**config.mk**
```make
export PLATFORM = sky130hd
export DESIGN_NAME = pot_scan_sequencer_flat
export DESIGN_NICKNAME = d
export VERILOG_FILES = /design/src/rtl/pot_scan_sequencer_if.sv /design/src/rtl/pot_scan_sequencer.sv /design/src/flat_wrapper.sv
export SDC_FILE = /design/constraint.sdc
export NUM_CORES = 1
export LEC_CHECK = 0
export CAP_MARGIN = 10
export CELL_PAD_IN_SITES_DETAIL_PLACEMENT = 0
export CELL_PAD_IN_SITES_GLOBAL_PLACEMENT = 1
export CORE_ASPECT_RATIO = 2
export CORE_UTILIZATION = 45
export CTS_CLUSTER_DIAMETER = 120
export DETAILED_ROUTE_END_ITERATION = 10
export PLACE_DENSITY_LB_ADDON = 0.1
export SYNTH_ARGS = -nofsm -noshare
export SYNTH_HDL_FRONTEND = slang
export SYNTH_SLANG_ARGS = --single-unit
```
**constraint.sdc**
```tcl
create_clock -name clk -period 3.5 [get_ports clk]
set_input_delay 0.875 -clock clk [delete_from_list [all_inputs] [get_ports clk]]
set_output_delay 0.875 -clock clk [all_outputs]
set_load 0.01 [all_outputs]
```
**src/rtl/pot_scan_sequencer_if.sv**
```systemverilog
// A2D conversion handshake between the pot scan sequencer (master) and the shared A2D block (slave).
interface pot_scan_sequencer_if;
  logic        strt_cnv;
  logic [2:0]  chnl;
  logic        cnv_cmplt;
  logic [11:0] res;

  modport master (output strt_cnv, chnl, input cnv_cmplt, res);
  modport slave  (input strt_cnv, chnl, output cnv_cmplt, res);
endinterface

```
**src/rtl/pot_scan_sequencer.sv**
```systemverilog
// Round-robin scan of six slide pots via the shared A2D; results are shadowed and committed together on vld.
// All outputs registered; no backpressure beyond waiting on cnv_cmplt, with a timeout that flags err.
module pot_scan_sequencer #(
  parameter int         SETTLE_CYC  = 16,
  parameter int         TIMEOUT_CYC = 1024,
  parameter logic [2:0] CH_LP  = 3'd1,
  parameter logic [2:0] CH_B1  = 3'd0,
  parameter logic [2:0] CH_B2  = 3'd4,
  parameter logic [2:0] CH_B3  = 3'd2,
  parameter logic [2:0] CH_HP  = 3'd3,
  parameter logic [2:0] CH_VOL = 3'd7
) (
  input  logic                        clk,
  input  logic                        rst,
  input  logic                        en,
  input  logic                        vld,
  pot_scan_sequencer_if.master        a2d,
  output logic [11:0]                 POT_LP,
  output logic [11:0]                 POT_B1,
  output logic [11:0]                 POT_B2,
  output logic [11:0]                 POT_B3,
  output logic [11:0]                 POT_HP,
  output logic [11:0]                 VOLUME,
  output logic                        pots_rdy,
  output logic                        err
);

  localparam int TW = $clog2(TIMEOUT_CYC + 1);
  localparam int SW = $clog2(SETTLE_CYC + 1);
  localparam logic [TW-1:0] TO_LAST = TW'(TIMEOUT_CYC - 1);
  localparam logic [SW-1:0] ST_LAST = SW'(SETTLE_CYC - 1);

  typedef enum logic [1:0] {IDLE, START, WAIT, SETTLE} state_t;

  state_t        state;
  logic [2:0]    idx;
  logic          sweep_done;
  logic [TW-1:0] wait_cnt;
  logic [SW-1:0] settle_cnt;
  logic [11:0]   shadow [6];

  function automatic logic [2:0] ch_of(input logic [2:0] i);
    case (i)
      3'd0:    ch_of = CH_LP;
      3'd1:    ch_of = CH_B1;
      3'd2:    ch_of = CH_B2;
      3'd3:    ch_of = CH_B3;
      3'd4:    ch_of = CH_HP;
      3'd5:    ch_of = CH_VOL;
      default: ch_of = CH_LP;
    endcase
  endfunction

  always_ff @(posedge clk) begin
    if (rst) begin
      state        <= IDLE;
      idx          <= 3'd0;
      sweep_done   <= 1'b0;
      wait_cnt     <= '0;
      settle_cnt   <= '0;
      a2d.strt_cnv <= 1'b0;
      a2d.chnl     <= CH_LP;
      POT_LP       <= '0;
      POT_B1       <= '0;
      POT_B2       <= '0;
      POT_B3       <= '0;
      POT_HP       <= '0;
      VOLUME       <= '0;
      pots_rdy     <= 1'b0;
      err          <= 1'b0;
      for (int i = 0; i < 6; i++) shadow[i] <= '0;
    end else begin
      a2d.strt_cnv <= 1'b0;

      // Commit reads the pre-edge shadows; a sweep finishing this same cycle re-arms sweep_done below.
      if (vld && sweep_done) begin
        POT_LP     <= shadow[0];
        POT_B1     <= shadow[1];
        POT_B2     <= shadow[2];
        POT_B3     <= shadow[3];
        POT_HP     <= shadow[4];
        VOLUME     <= shadow[5];
        sweep_done <= 1'b0;
        pots_rdy   <= 1'b1;
      end

      case (state)
        IDLE: begin
          if (en) begin
            state        <= START;
            a2d.strt_cnv <= 1'b1;
          end
        end
        START: begin
          wait_cnt <= '0;
          state    <= WAIT;
        end
        WAIT: begin
          if (a2d.cnv_cmplt) begin
            shadow[idx] <= a2d.res;
            settle_cnt  <= '0;
            state       <= SETTLE;
          end else if (wait_cnt == TO_LAST) begin
            err        <= 1'b1;
            settle_cnt <= '0;
            state      <= SETTLE;
          end else begin
            wait_cnt <= wait_cnt + 1'b1;
          end
        end
        SETTLE: begin
          if (settle_cnt == ST_LAST) begin
            if (idx == 3'd5) begin
              idx        <= 3'd0;
              a2d.chnl   <= ch_of(3'd0);
              sweep_done <= 1'b1;
            end else begin
              idx      <= idx + 3'd1;
              a2d.chnl <= ch_of(idx + 3'd1);
            end
            if (en) begin
              state        <= START;
              a2d.strt_cnv <= 1'b1;
            end else begin
              state <= IDLE;
            end
          end else begin
            settle_cnt <= settle_cnt + 1'b1;
          end
        end
        default: state <= IDLE;
      endcase
    end
  end

endmodule

```
**src/flat_wrapper.sv**
```systemverilog
// flat-port wrapper written by rule: the top's interface ports become plain ports
module pot_scan_sequencer_flat 
#(
  parameter int         SETTLE_CYC  = 16,
  parameter int         TIMEOUT_CYC = 1024,
  parameter logic [2:0] CH_LP  = 3'd1,
  parameter logic [2:0] CH_B1  = 3'd0,
  parameter logic [2:0] CH_B2  = 3'd4,
  parameter logic [2:0] CH_B3  = 3'd2,
  parameter logic [2:0] CH_HP  = 3'd3,
  parameter logic [2:0] CH_VOL = 3'd7
)
  (clk, rst, en, vld, POT_LP, POT_B1, POT_B2, POT_B3, POT_HP, VOLUME, pots_rdy, err, a2d_strt_cnv, a2d_chnl, a2d_cnv_cmplt, a2d_res);
  pot_scan_sequencer_if a2d_i ();
  input  logic clk;
  input  logic rst;
  input  logic en;
  input  logic vld;
  output logic [11:0] POT_LP;
  output logic [11:0] POT_B1;
  output logic [11:0] POT_B2;
  output logic [11:0] POT_B3;
  output logic [11:0] POT_HP;
  output logic [11:0] VOLUME;
  output logic pots_rdy;
  output logic err;
  output wire logic [$bits(a2d_i.strt_cnv)-1:0] a2d_strt_cnv;
  output wire logic [$bits(a2d_i.chnl)-1:0] a2d_chnl;
  input wire logic [$bits(a2d_i.cnv_cmplt)-1:0] a2d_cnv_cmplt;
  input wire logic [$bits(a2d_i.res)-1:0] a2d_res;
  assign a2d_strt_cnv = a2d_i.strt_cnv;
  assign a2d_chnl = a2d_i.chnl;
  assign a2d_i.cnv_cmplt = a2d_cnv_cmplt;
  assign a2d_i.res = a2d_res;
  pot_scan_sequencer #(.SETTLE_CYC(SETTLE_CYC), .TIMEOUT_CYC(TIMEOUT_CYC), .CH_LP(CH_LP), .CH_B1(CH_B1), .CH_B2(CH_B2), .CH_B3(CH_B3), .CH_HP(CH_HP), .CH_VOL(CH_VOL)) u_core (.clk(clk), .rst(rst), .en(en), .vld(vld), .a2d(a2d_i), .POT_LP(POT_LP), .POT_B1(POT_B1), .POT_B2(POT_B2), .POT_B3(POT_B3), .POT_HP(POT_HP), .VOLUME(VOLUME), .pots_rdy(pots_rdy), .err(err));
endmodule
```
==> run summary <==
The run finished with clean final reports. The setup check on the worst reg-to-reg path leaves a slack of 1.31 ns. The synthesized instance count is 650. IR analysis of the VDD net gives a maximum drop of 0.3540 mV.

The number of buffers added by the clock tree synthesis step is 17. The worst register-to-register path begins at u_core.settle_cnt[0]. The total via count in the routed design came out at 4,864. The initial cell density of the core is between 40 and 50%.

Relative to the synthesized area, the layout overhead comes to 26.54%. The clock drives 172 sinks. In this run the cell area measured after placement is 7547 um^2.

The post-cts resize count is 0. The total core area came out at around 14,000 um^2. The arrival time at the worst endpoint came out at 1.38 ns. The worst hold path belongs to the class reg2reg. The placed wire-length estimate after detailed placement is 10,310 um.

Clock latency on the worst-skew pair, taken at its later pin, is 0.42 ns. The endpoint of the most critical register-to-register path is u_core.state[0]. Clock-pin slew was measured on the worst setup and hold paths at 0.07 ns. The kind of cell with the highest combined delay on the critical path is buffers and inverters. Summing the areas of all fa, ha and maj instances in the mapped netlist gives 1.561% of the synthesized area. The aggregate global-route resource usage is 21.88%. The power share of the combinational group is 5.9%. The cell depth of the worst min-delay path came out at 2.

The routed length per instance is 16.25 um. The number of warnings reported in the yosys synthesis log came out at 0. The number of setup buffers added after CTS came out at 0.

The slowest stage of the critical path belongs to the cell sky130_fd_sc_hd__clkdlybuf4s50_1. TritonCTS built the clock tree. The number of flip-flops and latches in the synthesized netlist is about 170. The number of nets produced by synthesis came out at 675. The number of core rows is approximately 60.

The worst slack on hold paths came out at 0.4535 ns. The count of distinct cell types in the synthesized netlist is 40. The first global-routing pass estimated 24,150 um of wire. The switching power total came out at about 1 mW. Setup repair after global routing left no endpoint under its margin. The total overflow reported by the global router is 0.

The share of synthesized registers carrying an async set or reset is 0%. CTS placed an instance of sky130_fd_sc_hd__clkbuf_16 at the clock tree root. The mapped netlist covers approximately 6400 um^2. The critical path is of the reg2out type. The startpoint identified for the worst hold timing path is POT_B3[10].

The largest family of logic cells by synthesized area is simple AND/OR/NAND/NOR gates. The clock network fraction of total power came out at 42.6%. The floorplan die height came out at 170.8 um. Of the available clock period, the critical path in the final layout requires between 60 and 70%. The number of global-route vias before repair is 4,753. The most used flip-flop cell after synthesis is sky130_fd_sc_hd__dfxtp_1. For the pin with the worst max-slew slack, the measured transition is around 0.7 ns. The final count of negative-setup-slack endpoints came out at 0. Once layout is done, the placed cells without fillers occupy 8113 um^2. The simple logic cell fraction of the synthesized area is between 10% and 20%. The die footprint came out at approximately 15,000 um^2. The number of primary I/O pins is 95. The endpoint required time on the critical path is 2.62 ns.

The number of flops mapped to enable cells by yosys is 72. The number of I/O port buffers is 94. Entering global routing, the biggest net connects 40 pins. Of the total power, registers draw about half. The final net count came out at about 760. Cells with a size suffix above 1 make up 6.391% of the layout. The number of cells on the worst reg-to-reg path came out at 7. The count of unresolved DRC violations after routing came out at 0. The number of antenna violations at the first check in global routing is 0.

The number of failing hold endpoints at the final stage is 0. The die width came out at slightly below 90 um. The sum of buffers and inverters on the critical path came out at 1. The count of H-tree levels built during CTS came out at 4. The final critical delay including setup and external delays came out at 2.255 ns.

The switching power as a share of total power is 23.64%. The max-slew violation total from the final report is 0. The proportion of synthesized chip area in sequential cells came out at 64.95%.

Traced cell by cell, the critical path runs through clkdlybuf4s50_1. The number of buffers added to fix hold violations after cts came out at 0. The static leakage came out at 2.846 nW. The maximum count of clock buffers along a single path came out at 2. In the final timing run, aggregate negative setup slack is 0 ns. STA classifies the critical path startpoint as a flop. The endpoint kind of the worst setup timing path is a primary output. The placer's final routability congestion estimate came out at 0.8018. The average vias per placed instance is ~5.2. The starting DRC count in detailed routing is between 200 and 300. The complex-gate fraction of the synthesized area came out at 10.56%. The highest cell delay on the worst timing path is 0.57 ns.

The antenna cell count came out at 0. The xor and xnor fraction of the mapped netlist area is 0.5464%. The maximum fanout along the worst path came out at 2. The max capacitance violation total came out at 0. The portion of netlist area occupied by mux cells came out at 0.1561%. The number of fill cells came out at 1,280. The path with the worst hold slack has its endpoint at POT_B3[10].

In this run the tightest slew margin relative to its limit is a little over half. Cells fill 58.40% of the core in the end. The post-route clock skew is 0.01433 ns. The number of optimization iterations in the first detailed-route pass came out at 5. The highest clock frequency the design can meet came out at 0.4434 GHz. For this block, the routed nets add up to roughly 15,000 um of wire. In this run the remaining antenna-violating nets after routing total 0. The synthesized area per cell came out at 9.863 um^2. The internal portion of the total power is between 3 and 4 mW. The total power per unit cell area is between 500 and 600 nW/um^2.
==> worst max path at each step <==
stage	startpoint	to	slack (ns)	depth (start not counted)
finish	POT_B2[3]	POT_B2[3]	1.24	1
global placement	a2d_cnv_cmplt	u_core.shadow[1][6]	0.90	6
global route	u_core.settle_cnt[0]	u_core.state[0]	1.16	7
floorplan	a2d_cnv_cmplt	u_core.shadow[1][0]	1.17	2
detailed placement	a2d_cnv_cmplt	u_core.shadow[1][9]	0.89	6
CTS	POT_B2[2]	POT_B2[2]	1.22	1
==> metrics by stage <==
| stage | power, mW | instances | worst slack [ns] |
|---|---|---|---|
| global route | 4.366 | 940 | 1.159 |
| CTS | 4.258 | 940 | 1.224 |
| floorplan | 2.371 | 650 | 1.173 |
| detailed placement | 2.469 | 908 | 0.8865 |
| finish | 4.230 | 940 | 1.245 |
| global placement | 2.459 | 908 | 0.8982 |
==> Yosys cell counts, types with 5 or more instances <==
master,n,area (um^2)
sky130_fd_sc_hd__inv_1,19,71.32
sky130_fd_sc_hd__edfxtp_1,72,2162
sky130_fd_sc_hd__o31ai_1,6,45.04
sky130_fd_sc_hd__nor2_1,79,296.5
sky130_fd_sc_hd__nand2_1,170,638.1
sky130_fd_sc_hd__ha_1,8,100.1
sky130_fd_sc_hd__o21ai_0,10,50.05
sky130_fd_sc_hd__or3_1,5,31.28
sky130_fd_sc_hd__nor2b_1,8,50.05
sky130_fd_sc_hd__a21oi_1,86,430.4
sky130_fd_sc_hd__clkbuf_1,34,127.6
sky130_fd_sc_hd__dfxtp_1,100,2002
sky130_fd_sc_hd__o211ai_1,6,45.04
sky130_fd_sc_hd__nand3_1,6,30.03
==> cell usage in the layout (no fill, tap or decap), types with 2 or more instances in the layout <==
cell / instances
sky130_fd_sc_hd__nand3_1: 6
sky130_fd_sc_hd__clkbuf_16: 17
sky130_fd_sc_hd__buf_4: 10
sky130_fd_sc_hd__o31ai_1: 6
sky130_fd_sc_hd__o211ai_1: 6
sky130_fd_sc_hd__nor2b_1: 8
sky130_fd_sc_hd__nand2b_1: 4
sky130_fd_sc_hd__inv_8: 2
sky130_fd_sc_hd__inv_1: 19
sky130_fd_sc_hd__nand2_1: 169
sky130_fd_sc_hd__or4_1: 4
sky130_fd_sc_hd__clkdlybuf4s50_1: 93
sky130_fd_sc_hd__a211oi_1: 2
sky130_fd_sc_hd__nor2_1: 79
sky130_fd_sc_hd__o21ai_0: 10
sky130_fd_sc_hd__ha_1: 8
sky130_fd_sc_hd__a21o_1: 2
sky130_fd_sc_hd__or3_1: 5
sky130_fd_sc_hd__inv_6: 3
sky130_fd_sc_hd__and3_1: 3
sky130_fd_sc_hd__edfxtp_1: 72
sky130_fd_sc_hd__xor2_1: 4
sky130_fd_sc_hd__clkinv_4: 3
sky130_fd_sc_hd__nor3_1: 2
sky130_fd_sc_hd__dfxtp_1: 100
sky130_fd_sc_hd__clkinvlp_4: 3
sky130_fd_sc_hd__a21oi_1: 86
==> area by class of cell <==
cell class              instances  area [um^2]  area share (%)
flip-flops and latches        172         4164           51.33
inverters                      19        71.32          0.8791
multi-input cells             423         2044           25.20
clock buffers                  18        429.2           5.290
clock inverters                14        136.4           1.681
well taps                     189        236.5           2.915
repair buffers                105         1031           12.71
==> power groups by stage <==
stage	clock (mW)	combinational (mW)	sequential, mW
2_1_floorplan	0	0.155	2.22
3_3_place_gp	0	0.237	2.22
3_5_place_dp	0	0.245	2.22
4_1_cts	1.83	0.246	2.18
5_1_grt	1.91	0.274	2.18
6_report	1.80	0.248	2.18
==> worst min-delay path, cell delays in order, from the launching register on <==
cell and delay [ns]:
sky130_fd_sc_hd__dfxtp_1 0.31, sky130_fd_sc_hd__nand2_1 0.05, sky130_fd_sc_hd__a21oi_1 0.05
==> per-layer routing <==
| metal | wire length, um | global-route usage, % |
|---|---|---|
| met2 | 8230 | 39.03 |
| met3 | 532 | 4.342 |
| met1 | 6082 | 24.52 |
| met5 | 0 | 0 |
| met4 | 428 | 10.58 |
==> logic make-up after synthesis <==
family                     after synthesis
AOI/OAI and AO/OA                      120
xor gates and xnor gates                 4
adders and majority gates                8
buffers and inverters                   55
DFF                                    172
muxes                                    1
and+or+nand+nor                        290
==> state kept, by name, summed over array words and instances, names as in the netlist <==
name                 flops
POT_LP                  12
u_core.a2d.chnl          3
POT_B3                  12
u_core.a2d.strt_cnv      1
u_core.shadow           72
u_core.sweep_done        1
POT_B1                  12
u_core.settle_cnt        5
POT_HP                  12
u_core.pots_rdy          1
VOLUME                  12
POT_B2                  12
u_core.state             2
u_core.idx               3
u_core.err               1
u_core.wait_cnt         11
Note: power is estimated with default switching activity, not from simulation.
